<file path="src/rtl/vga_timing_pkg.sv">
// Shared VGA timing constants: default 640x480@60 raster numbers and the
// coordinate width the renderer also uses for hCount/vCount.
package vga_timing_pkg;
    localparam int unsigned COORD_W         = 10;
    localparam int unsigned DEF_CLK_DIV     = 4;
    localparam int unsigned DEF_H_TOTAL     = 800;
    localparam int unsigned DEF_H_SYNC      = 96;
    localparam int unsigned DEF_H_VIS_START = 144;
    localparam int unsigned DEF_H_VIS_END   = 784;
    localparam int unsigned DEF_V_TOTAL     = 525;
    localparam int unsigned DEF_V_SYNC      = 2;
    localparam int unsigned DEF_V_VIS_START = 35;
    localparam int unsigned DEF_V_VIS_END   = 515;
endpackage

</file>
<file path="src/rtl/vga_timing_gen_if.sv">
// Pixel-coordinate/sync bundle between the timing generator and its consumers.
interface vga_timing_gen_if;
    import vga_timing_pkg::*;
    logic [COORD_W-1:0] hCount;
    logic [COORD_W-1:0] vCount;
    logic               hSync;
    logic               vSync;
    logic               bright;
    logic               pix_en;
    logic               frame_tick;

    modport master (output hCount, vCount, hSync, vSync, bright, pix_en, frame_tick);
    modport slave  (input  hCount, vCount, hSync, vSync, bright, pix_en, frame_tick);
endinterface

</file>
<file path="src/rtl/mod_n_counter.sv">
// Modulo-N up counter with enable; wrap is a combinational strobe on the
// enabled cycle in which the counter rolls from N-1 back to 0.
module mod_n_counter #(
    parameter int unsigned N = 2,
    parameter int unsigned W = 10
) (
    input  logic         clk,
    input  logic         rst,
    input  logic         en,
    output logic [W-1:0] cnt,
    output logic         wrap
);
    localparam logic [W-1:0] LAST = W'(N - 1);

    assign wrap = en && (cnt == LAST);

    always_ff @(posedge clk or posedge rst) begin
        if (rst)
            cnt <= '0;
        else if (en)
            cnt <= wrap ? '0 : cnt + W'(1);
    end
endmodule

</file>
<file path="src/rtl/vga_timing_gen.sv">
// VGA raster timing: prescaler -> horizontal -> vertical counter chain,
// zero-latency sync/bright decode and a registered one-clk frame_tick.
module vga_timing_gen
    import vga_timing_pkg::*;
#(
    parameter int unsigned CLK_DIV     = DEF_CLK_DIV,
    parameter int unsigned H_TOTAL     = DEF_H_TOTAL,
    parameter int unsigned H_SYNC      = DEF_H_SYNC,
    parameter int unsigned H_VIS_START = DEF_H_VIS_START,
    parameter int unsigned H_VIS_END   = DEF_H_VIS_END,
    parameter int unsigned V_TOTAL     = DEF_V_TOTAL,
    parameter int unsigned V_SYNC      = DEF_V_SYNC,
    parameter int unsigned V_VIS_START = DEF_V_VIS_START,
    parameter int unsigned V_VIS_END   = DEF_V_VIS_END
) (
    input  logic              clk,
    input  logic              rst,
    vga_timing_gen_if.master  vga
);
    // 4 bits covers the full 1..16 divider range (count 0..15)
    localparam int unsigned DIV_W = 4;
    localparam logic [DIV_W-1:0]   DIV_LAST = DIV_W'(CLK_DIV - 1);
    localparam logic [COORD_W-1:0] HS_END   = COORD_W'(H_SYNC);
    localparam logic [COORD_W-1:0] VS_END   = COORD_W'(V_SYNC);
    localparam logic [COORD_W-1:0] HV_START = COORD_W'(H_VIS_START);
    localparam logic [COORD_W-1:0] HV_END   = COORD_W'(H_VIS_END);
    localparam logic [COORD_W-1:0] VV_START = COORD_W'(V_VIS_START);
    localparam logic [COORD_W-1:0] VV_END   = COORD_W'(V_VIS_END);

    logic [DIV_W-1:0]   div_cnt;
    logic [COORD_W-1:0] h_cnt, v_cnt;
    logic               div_wrap, h_wrap, v_wrap, pix_en;
    logic               frame_tick;

    mod_n_counter #(.N(CLK_DIV), .W(DIV_W)) u_prescale (
        .clk(clk), .rst(rst), .en(1'b1), .cnt(div_cnt), .wrap(div_wrap)
    );

    mod_n_counter #(.N(H_TOTAL), .W(COORD_W)) u_hcnt (
        .clk(clk), .rst(rst), .en(div_wrap), .cnt(h_cnt), .wrap(h_wrap)
    );

    mod_n_counter #(.N(V_TOTAL), .W(COORD_W)) u_vcnt (
        .clk(clk), .rst(rst), .en(h_wrap & pix_en), .cnt(v_cnt), .wrap(v_wrap)
    );

    // With CLK_DIV==1 the prescaler sits at 0 == DIV_LAST, so pix_en is constant 1
    assign pix_en = (div_cnt == DIV_LAST);

    // v_wrap is high exactly on the cycle before both counters return to (0,0)
    always_ff @(posedge clk or posedge rst) begin
        if (rst)
            frame_tick <= 1'b0;
        else
            frame_tick <= v_wrap;
    end

    assign vga.hCount     = h_cnt;
    assign vga.vCount     = v_cnt;
    assign vga.hSync      = !(h_cnt < HS_END);
    assign vga.vSync      = !(v_cnt < VS_END);
    assign vga.bright     = (h_cnt >= HV_START) && (h_cnt < HV_END) &&
                            (v_cnt >= VV_START) && (v_cnt < VV_END);
    assign vga.pix_en     = pix_en;
    assign vga.frame_tick = frame_tick;
endmodule

</file>
<file path="src/flat_wrapper.sv">
// flat-port wrapper written by rule: the top's interface ports become plain ports
module vga_timing_gen_flat import vga_timing_pkg::*;
#(
    parameter int unsigned CLK_DIV     = DEF_CLK_DIV,
    parameter int unsigned H_TOTAL     = DEF_H_TOTAL,
    parameter int unsigned H_SYNC      = DEF_H_SYNC,
    parameter int unsigned H_VIS_START = DEF_H_VIS_START,
    parameter int unsigned H_VIS_END   = DEF_H_VIS_END,
    parameter int unsigned V_TOTAL     = DEF_V_TOTAL,
    parameter int unsigned V_SYNC      = DEF_V_SYNC,
    parameter int unsigned V_VIS_START = DEF_V_VIS_START,
    parameter int unsigned V_VIS_END   = DEF_V_VIS_END
)
  (clk, rst, vga_hCount, vga_vCount, vga_hSync, vga_vSync, vga_bright, vga_pix_en, vga_frame_tick);
  vga_timing_gen_if vga_i ();
  input  logic clk;
  input  logic rst;
  output wire logic [$bits(vga_i.hCount)-1:0] vga_hCount;
  output wire logic [$bits(vga_i.vCount)-1:0] vga_vCount;
  output wire logic [$bits(vga_i.hSync)-1:0] vga_hSync;
  output wire logic [$bits(vga_i.vSync)-1:0] vga_vSync;
  output wire logic [$bits(vga_i.bright)-1:0] vga_bright;
  output wire logic [$bits(vga_i.pix_en)-1:0] vga_pix_en;
  output wire logic [$bits(vga_i.frame_tick)-1:0] vga_frame_tick;
  assign vga_hCount = vga_i.hCount;
  assign vga_vCount = vga_i.vCount;
  assign vga_hSync = vga_i.hSync;
  assign vga_vSync = vga_i.vSync;
  assign vga_bright = vga_i.bright;
  assign vga_pix_en = vga_i.pix_en;
  assign vga_frame_tick = vga_i.frame_tick;
  vga_timing_gen #(.CLK_DIV(CLK_DIV), .H_TOTAL(H_TOTAL), .H_SYNC(H_SYNC), .H_VIS_START(H_VIS_START), .H_VIS_END(H_VIS_END), .V_TOTAL(V_TOTAL), .V_SYNC(V_SYNC), .V_VIS_START(V_VIS_START), .V_VIS_END(V_VIS_END)) u_core (.clk(clk), .rst(rst), .vga(vga_i));
endmodule
</file>
<file path="config.mk">
export PLATFORM = sky130hd
export DESIGN_NAME = vga_timing_gen_flat
export DESIGN_NICKNAME = d
export VERILOG_FILES = /design/src/rtl/vga_timing_pkg.sv /design/src/rtl/vga_timing_gen_if.sv /design/src/rtl/mod_n_counter.sv /design/src/rtl/vga_timing_gen.sv /design/src/flat_wrapper.sv
export SDC_FILE = /design/constraint.sdc
export NUM_CORES = 1
export LEC_CHECK = 0
export CAP_MARGIN = 20
export CORE_UTILIZATION = 54
export CTS_CLUSTER_SIZE = 8
export DETAILED_ROUTE_END_ITERATION = 12
export PLACE_DENSITY_LB_ADDON = 0.08
export SETUP_SLACK_MARGIN = 0.05
export SLEW_MARGIN = 10
export SYNTH_ARGS = -nofsm -noshare
export SYNTH_HDL_FRONTEND = slang
export SYNTH_SLANG_ARGS = --single-unit
</file>
<file path="constraint.sdc">
create_clock -name clk -period 4.8 [get_ports clk]
set_input_delay 0.72 -clock clk [delete_from_list [all_inputs] [get_ports clk]]
set_output_delay 0.72 -clock clk [all_outputs]
set_load 0.02 [all_outputs]
</file>
==> key figures, run 1 <==
Timing
  – Portion of the clock cycle consumed by the worst path in the final layout: 64.7%
  – Endpoints failing setup: 0
  – Max-slew violation count: 0
  – Transition time at the pin with the least slew margin: 0.705 ns
  – Hold Fails Final Rpt: 0
  – Tightest slew margin relative to the limit: 52.9%
  – Total Negative Setup Slacks: 0 ns
  – Maximum achievable frequency: 322 MHz
  – Unrepaired setup endpoints after global routing: no
  – Post-layout min period: 3.10 ns
  – Layout Skew: 0.00355 ns

Critical path
  – Startpoint of the lowest-slack register-to-register path: u_core.u_prescale.cnt[0]$_DFF_PP0_
  – Longest individual stage delay on the worst path: 0.63 ns
  – Path depth of the worst reg2reg path: 5
  – Setup slack of the most critical reg-to-reg path: 2.79 ns
  – Capturing element of the worst setup path: vga_bright
  – Data arrival time of the worst path: 2.38 ns
  – Worst setup path class: reg -> out
  – Critical-path maximum fanout: 7
  – Worst-path cell with the longest stage delay: sky130_fd_sc_hd__clkdlybuf4s50_1
  – Critical-path cell list: ha_1 > nor4_1 > a31oi_1 > a211oi_1 > clkdlybuf4s50_1
  – Required time at the worst-slack endpoint: 4.08 ns
  – Number of cells on the critical path: 5
  – Launch point of the critical path: u_core.u_vcnt.cnt[0]$_DFFE_PP0P_
  – Cell class contributing the biggest share of worst-path delay: buffers and inverters
  – Launching element type of the critical path: flip-flop
  – Buffers & Inverters on Critical Path: 1
  – R2r endpoint: u_core.u_vcnt.cnt[2]$_DFFE_PP0P_
  – Endpoint kind of the worst setup timing path: output port

Synth
  – Number of enable-type register cells in the synthesized netlist: 0
  – Post-synthesis async set-or-reset flop share: 100%
  – Net count after synthesis: 142
  – Warnings from Yosys: 0
  – Count of state elements after synthesis: 25
  – Sequential-to-total area share from yosys stat: 45.5%
  – Mean post-synth cell area: 10.2 sq um
  – Cells after Synth: 135
  – Netlist area before placement: 0.00137 sq mm
  – Most common flop cell mapped by yosys: sky130_fd_sc_hd__dfrtp_1
  – Post-synthesis cell type count: 44

Pwr
  – Power density over the cells: 187 mW/mm^2
  – P_leak: 0.000753 uW
  – IR Drop Worst-Case VDD: 0.160 mV
  – Total power of the final layout: 317 uW

Clocking
  – Total clock sinks: 25
  – Clock insertion delay at the later pin of the skew report: 0.33 ns
  – TritonCTS clock tree: yes
  – CTS-repair resized insts: 0
  – Library cell used as clock root buffer: sky130_fd_sc_hd__clkbuf_4
  – H-tree levels: 1
  – Buffer levels on the longest clock path: 2
  – Cts bufs inserted: 3
  – Number of buffers added to fix hold violations after cts: 0
  – Setup Buffers After CTS: 0
  – CTS clk-pin slew, worst paths: 0.14 ns

Global routing
  – Grt total ovfl: 0
  – Combined global-route utilization of all metal layers: 24.8%
  – Vias in the first global route: 1005
  – Initial antenna violation count: 0
  – First-pass GRT wire length: 4860 microns
  – Pin count of the biggest net entering global routing: 26

Placed design
  – Final HPWL from detailed placement: 2090 microns
  – Routability congestion estimate from global placement: 0.823
  – Port Buffers: 26
  – Cell area after placement: 0.00164 sq mm

Status
  – Result of the run: completed

Route
  – Via-to-Cell Ratio: 6.08
  – DRC violation count after routing: 0
  – Total number of vias: 1156
  – Avg WL per Cell: 16.0 microns
  – Detail Route Antenna Nets: 0
  – Number of DRC violations after detailed-routing iteration 0: 34
  – Number of iterations in the first detailed-routing pass: 4
  – Total Wirelength: 3030 microns

Final layout
  – Number of nets in the layout: 170
  – Share of post-route cells with drive strength above 1: 9.26%
  – Area added between synthesis and finish: 23.5%
  – Number of filler instances in the final layout: 188
  – Commonest non-fill, non-tap cell in the layout: sky130_fd_sc_hd__clkdlybuf4s50_1
  – Final standard cell utilization of the core: 73.9%
  – Most frequent cells in the layout: 26 x sky130_fd_sc_hd__clkdlybuf4s50_1, 25 x sky130_fd_sc_hd__dfrtp_1, 10 x sky130_fd_sc_hd__nor2_1
  – Finished Cell Area: 0.00170 sq mm
  – Antenna fix cells: 0

Floorplan
  – Die Area: 0.00275 sq mm
  – Core area: 0.00230 sq mm
  – Number of ports placed on the die boundary: 27
  – Starting density of the core: 59.8%
  – Die outline height: 52.4 microns
  – Width of the die: 52.4 microns
  – Std-Cell Rows: 17

Job
  – Max capacitance violation total: 0

Worst hold path
  – Worst hold path startpoint: u_core.u_prescale.cnt[0]$_DFF_PP0_
  – HP Class: reg -> reg
==> area by class of cell <==
class / count / area, sq um / area share (%)
Inverter: 6 / 22.5 / 1.33
Multi-Input combinational cell: 99 / 694 / 40.9
Clock buffer: 4 / 26.3 / 1.55
Timing Repair Buffer: 28 / 293 / 17.3
Tap cell: 28 / 35.0 / 2.06
Sequential cell: 25 / 626 / 36.9
==> where the power goes <==
part           switching (uW)  leakage [uW]  internal (uW)
Clock                    66.5     0.0000150           32.6
Combinational            4.56      0.000404           3.01
Sequential                  0      0.000335            211
Total                    71.0      0.000753            246
==> cells in the mapped netlist, types with 2 or more instances <==
cell type | n | share of area [%]
sky130_fd_sc_hd__nand3b_1 | 2 | 1.1
sky130_fd_sc_hd__and4_1 | 3 | 1.9
sky130_fd_sc_hd__nand2_1 | 6 | 1.6
sky130_fd_sc_hd__inv_1 | 6 | 1.6
sky130_fd_sc_hd__xnor2_1 | 6 | 3.8
sky130_fd_sc_hd__a31oi_1 | 5 | 2.3
sky130_fd_sc_hd__xor2_1 | 5 | 3.2
sky130_fd_sc_hd__o21ai_0 | 3 | 1.1
sky130_fd_sc_hd__nand4_1 | 3 | 1.4
sky130_fd_sc_hd__nor3_1 | 4 | 1.5
sky130_fd_sc_hd__or4_4 | 2 | 1.6
sky130_fd_sc_hd__clkbuf_1 | 2 | 0.55
sky130_fd_sc_hd__and3_1 | 6 | 2.7
sky130_fd_sc_hd__dfrtp_1 | 25 | 46
sky130_fd_sc_hd__o211ai_1 | 2 | 1.1
sky130_fd_sc_hd__nand3_1 | 6 | 2.2
sky130_fd_sc_hd__nor4_1 | 7 | 3.2
sky130_fd_sc_hd__nor2b_1 | 2 | 0.91
sky130_fd_sc_hd__nor2_1 | 10 | 2.7
sky130_fd_sc_hd__ha_1 | 5 | 4.6
sky130_fd_sc_hd__nor3b_1 | 2 | 1.1
==> cells by family (layout without fill, tap and decap cells) <==
group | after synthesis | in the layout | share of synthesized area, %
muxes | 1 | 1 | 0.820
buffers and inverters | 11 | 38 | 3.92
xor gates and xnor gates | 11 | 11 | 7.01
adders and majority gates | 5 | 5 | 4.55
AOI/OAI and AO/OA | 22 | 22 | 11.4
DFF | 25 | 25 | 45.5
and+or+nand+nor | 60 | 60 | 26.8
==> worst min-delay path by stage <==
stage	endpoint	slack [ns]	cells past startpoint
final	u_core.u_prescale.cnt[0]$_DFF_PP0_	0.47	1
after global routing	u_core.u_prescale.cnt[0]$_DFF_PP0_	0.49	1
after CTS	u_core.u_prescale.cnt[0]$_DFF_PP0_	0.47	1
after detailed placement	u_core.u_prescale.cnt[0]$_DFF_PP0_	0.45	1
after global placement	u_core.u_prescale.cnt[0]$_DFF_PP0_	0.45	1
after floorplan	u_core.u_prescale.cnt[0]$_DFF_PP0_	0.43	1
==> per-layer routing <==
metal  wire length (microns)  GRT usage, %  vias up
met4                      67          10.5        0
met3                     118          2.61        7
met2                    1500          40.7       35
met1                    1350          33.0      558
met5                       0             0        -
li1                        -             -      556
==> sequential cells by signal (all words and copies together) (netlist names) <==
register,flops
u_core.u_hcnt.cnt,10
u_core.vga.frame_tick,1
u_core.u_prescale.cnt,4
u_core.u_vcnt.cnt,10
==> per-stage QoR <==
step	setup WS, ns	hold WS [ns]	cells
after floorplan	2.38	0.433	135
after global placement	2.14	0.446	184
after detailed placement	2.09	0.453	184
after CTS	1.70	0.471	188
after global routing	1.59	0.495	190
final	1.70	0.471	190
(Power assumes the default switching activity.)
==> run 2, diff against run 1 <==
--- a/config.mk
+++ b/config.mk
@@ -6,7 +6,7 @@
 export NUM_CORES = 1
 export LEC_CHECK = 0
 export CAP_MARGIN = 20
-export CORE_UTILIZATION = 54
+export CORE_UTILIZATION = 51
 export CTS_CLUSTER_SIZE = 8
 export DETAILED_ROUTE_END_ITERATION = 12
 export PLACE_DENSITY_LB_ADDON = 0.08
==> constraint.sdc (replaced) <==
create_clock -name clk -period 2.9 [get_ports clk]
set_input_delay 0.435 -clock clk [delete_from_list [all_inputs] [get_ports clk]]
set_output_delay 0.435 -clock clk [all_outputs]
set_load 0.02 [all_outputs]
==> run 2 against run 1 <==
Effect of this change:
- clock skew grew 0.00083 ns
- routed wire length shrank 2.8%
- core utilization down 6.9 points
- critical path type unchanged
- largest power group unchanged
==> key figures, run 2 (same netlist as run 1, synthesis figures left out) <==
Status
  – Result of the run: completed (unchanged)

Worst hold path
  – HP Class: in -> async (was reg -> reg)

Final layout
  – Post-layout instance count excluding filler cells: 193 (was 190)
  – Number of nets in the layout: 171 (was 170)
  – Registers with the most flip-flops: u_core.u_hcnt.cnt: 10 flops, u_core.u_vcnt.cnt: 10 flops, u_core.u_prescale.cnt: 4 flops (unchanged)
  – Antenna fix cells: 0 (unchanged)
  – Most frequent cells in the layout: 25 x sky130_fd_sc_hd__clkdlybuf4s50_1, 25 x sky130_fd_sc_hd__dfrtp_1, 10 x sky130_fd_sc_hd__nor2_1 (was 26 x sky130_fd_sc_hd__clkdlybuf4s50_1, 25 x sky130_fd_sc_hd__dfrtp_1, 10 x sky130_fd_sc_hd__nor2_1)
  – Number of filler instances in the final layout: 214 (was 188)
  – Area added between synthesis and finish: 22.9% (was 23.5%)
  – Share of post-route cells with drive strength above 1: 9.82% (was 9.26%)

Global routing
  – Initial antenna violation count: 0 (unchanged)
  – Pin count of the biggest net entering global routing: 26 (unchanged)
  – Met2 capacity usage during global routing: 35.0% (was 40.7%)
  – Grt total ovfl: 0 (unchanged)
  – Global routing usage on met3: 3.67% (was 2.61%)
  – First-pass GRT wire length: 4570 microns (was 4860 microns)
  – Met1 routing resource usage after global routing: 29.7% (was 33.0%)
  – Vias in the first global route: 989 (was 1005)
  – Combined global-route utilization of all metal layers: 22.3% (was 24.8%)
  – Gr busiest metal: met2 (unchanged)

Clocking
  – CTS clk-pin slew, worst paths: 0.14 ns (about the same)
  – CTS-repair resized insts: 1 (was 0)
  – TritonCTS clock tree: yes (unchanged)
  – Cts bufs inserted: 3 (unchanged)
  – Clock insertion delay at the later pin of the skew report: 0.33 ns (about the same)
  – Buffer levels on the longest clock path: 2 (unchanged)
  – Setup Buffers After CTS: 0 (unchanged)
  – Number of buffers added to fix hold violations after cts: 0 (unchanged)
  – Library cell used as clock root buffer: sky130_fd_sc_hd__clkbuf_4 (unchanged)
  – Total clock sinks: 25 (unchanged)
  – H-tree levels: 1 (unchanged)

Timing
  – Portion of the clock cycle consumed by the worst path in the final layout: 88.3%
  – Endpoints failing setup: 0 (unchanged)
  – Worst-case setup margin in the final layout: 0.340 ns (was 1.70 ns)
  – Worst hold slack: 0.422 ns (was 0.471 ns)
  – Tightest slew margin relative to the limit: 66.2% (was 52.9%)
  – Unrepaired setup endpoints after global routing: no (unchanged)
  – Post-layout min period: 2.56 ns
  – Layout Skew: 0.00438 ns (was 0.00355 ns)
  – Transition time at the pin with the least slew margin: 0.506 ns (was 0.705 ns)
  – Hold Fails Final Rpt: 0 (unchanged)
  – Total Negative Setup Slacks: 0 ns (unchanged)
  – Maximum achievable frequency: 391 MHz
  – Max-slew violation count: 0 (unchanged)

Critical path
  – Worst-path cell with the longest stage delay: sky130_fd_sc_hd__dfrtp_1 (was sky130_fd_sc_hd__clkdlybuf4s50_1)
  – Startpoint of the lowest-slack register-to-register path: u_core.u_prescale.cnt[0]$_DFF_PP0_ (unchanged)
  – Worst setup path class: reg -> out (unchanged)
  – Data arrival time of the worst path: 2.12 ns (was 2.38 ns)
  – Critical-path cell list: ha_1 > nor4_1 > a31oi_1 > a211oi_1 > dlygate4sd2_1 (was ha_1 > nor4_1 > a31oi_1 > a211oi_1 > clkdlybuf4s50_1)
  – Setup slack of the most critical reg-to-reg path: 0.90 ns (was 2.79 ns)
  – Longest individual stage delay on the worst path: 0.48 ns (was 0.63 ns)
  – Endpoint kind of the worst setup timing path: output port (unchanged)
  – Launching element type of the critical path: flip-flop (unchanged)
  – Critical-path maximum fanout: 7 (unchanged)
  – Path depth of the worst reg2reg path: 5 (unchanged)
  – R2r endpoint: u_core.u_vcnt.cnt[2]$_DFFE_PP0P_ (unchanged)
  – Required time at the worst-slack endpoint: 2.47 ns (was 4.08 ns)

Floorplan
  – Die outline height: 53.9 microns (was 52.4 microns)
  – Starting density of the core: 54.5% (was 59.8%)
  – Core area: 0.00252 sq mm (was 0.00230 sq mm)
  – Std-Cell Rows: 18 (was 17)
  – Width of the die: 53.9 microns (was 52.4 microns)
  – Die Area: 0.00291 sq mm (was 0.00275 sq mm)
  – Number of ports placed on the die boundary: 27 (unchanged)

Pwr
  – Total power of the final layout: 523 uW (was 317 uW)
  – Cell internal power dissipation: 405 uW (was 246 uW)
  – IR Drop Worst-Case VDD: 0.265 mV (was 0.160 mV)
  – Share of power burned in the clock network: 31.7% (was 31.2%)
  – Switch Pwr: 119 uW (was 71.0 uW)
  – Combinational power share: 1.7% (was 2.4%)
  – P_leak: 0.000757 uW (was 0.000753 uW)
  – Power density over the cells: 310 mW/mm^2 (was 187 mW/mm^2)
  – Switching part of the total power: 22.7% (was 22.4%)
  – Reg power frac: 66.6% (was 66.4%)

Route
  – Number of DRC violations after detailed-routing iteration 0: 11 (was 34)
  – Detail Route Antenna Nets: 0 (unchanged)
  – DRC violation count after routing: 0 (unchanged)
  – Via-to-Cell Ratio: 5.75 (was 6.08)
  – Total Wirelength: 2950 microns (was 3030 microns)
  – Total number of vias: 1109 (was 1156)
  – Number of iterations in the first detailed-routing pass: 4 (unchanged)
  – Avg WL per Cell: 15.3 microns (was 16.0 microns)

Placed design
  – Port Buffers: 26 (unchanged)
  – Worst slack, placed: 0.439 ns (was 2.09 ns)
  – DP Cell Count: 189 (was 184)
  – Final HPWL from detailed placement: 2070 microns (was 2090 microns)
  – Routability congestion estimate from global placement: 0.865 (was 0.823)

Job
  – Max capacitance violation total: 0 (unchanged)
## run 2: through the flow
stage,utilization [%],area (sq um)
2_1_floorplan,-,1370
3_3_place_gp,65.9,1660
3_5_place_dp,65.9,1660
4_1_cts,66.9,1690
5_1_grt,66.9,1690
6_report,66.9,1690
## run 2: worst max-delay path by stage
stage                                           from  slack [ns]  cells past startpoint         end
global route        u_core.u_vcnt.cnt[0]$_DFFE_PP0P_        0.19                      5  vga_bright
detailed placement  u_core.u_vcnt.cnt[0]$_DFFE_PP0P_        0.44                      5  vga_bright
global placement    u_core.u_vcnt.cnt[0]$_DFFE_PP0P_        0.48                      5  vga_bright
floorplan           u_core.u_vcnt.cnt[0]$_DFFE_PP0P_        0.76                      4  vga_bright
finish              u_core.u_vcnt.cnt[0]$_DFFE_PP0P_        0.34                      5  vga_bright
CTS                 u_core.u_vcnt.cnt[0]$_DFFE_PP0P_        0.34                      5  vga_bright
## run 2: critical path, delay by kind of cell (launching register included)
kind / cells / cell delay (ns)
AND/OR/NAND/NOR: 1 / 0.27
flip-flops: 1 / 0.48
AO/OA/AOI/OAI: 2 / 0.39
adder cells (fa/ha/maj): 1 / 0.31
buffers and inverters: 1 / 0.36
## run 2: area by class of cell
| class | instances | area [sq um] | share of cell area, % |
|---|---|---|---|
| clock buffer | 4 | 26.3 | 1.56 |
| inverter | 6 | 22.5 | 1.33 |
| multi-input combinational | 99 | 694 | 41.1 |
| sequential | 25 | 626 | 37.1 |
| tap | 30 | 37.5 | 2.22 |
| timing repair buffer | 29 | 282 | 16.7 |
## run 2: power by group through the flow
stage	Clock [uW]	Sequential (uW)	Combinational, uW
global placement	0	355	9.54
floorplan	0	355	5.18
CTS	166	349	9.75
detailed placement	0	355	9.65
global route	177	349	10.8
finish	166	349	8.81
## run 2: per-layer routing
metal	routed length, microns	share of wire [%]
met5	0	0
met3	72	2.4
met1	1450	49
met2	1390	47
met4	44	1.5
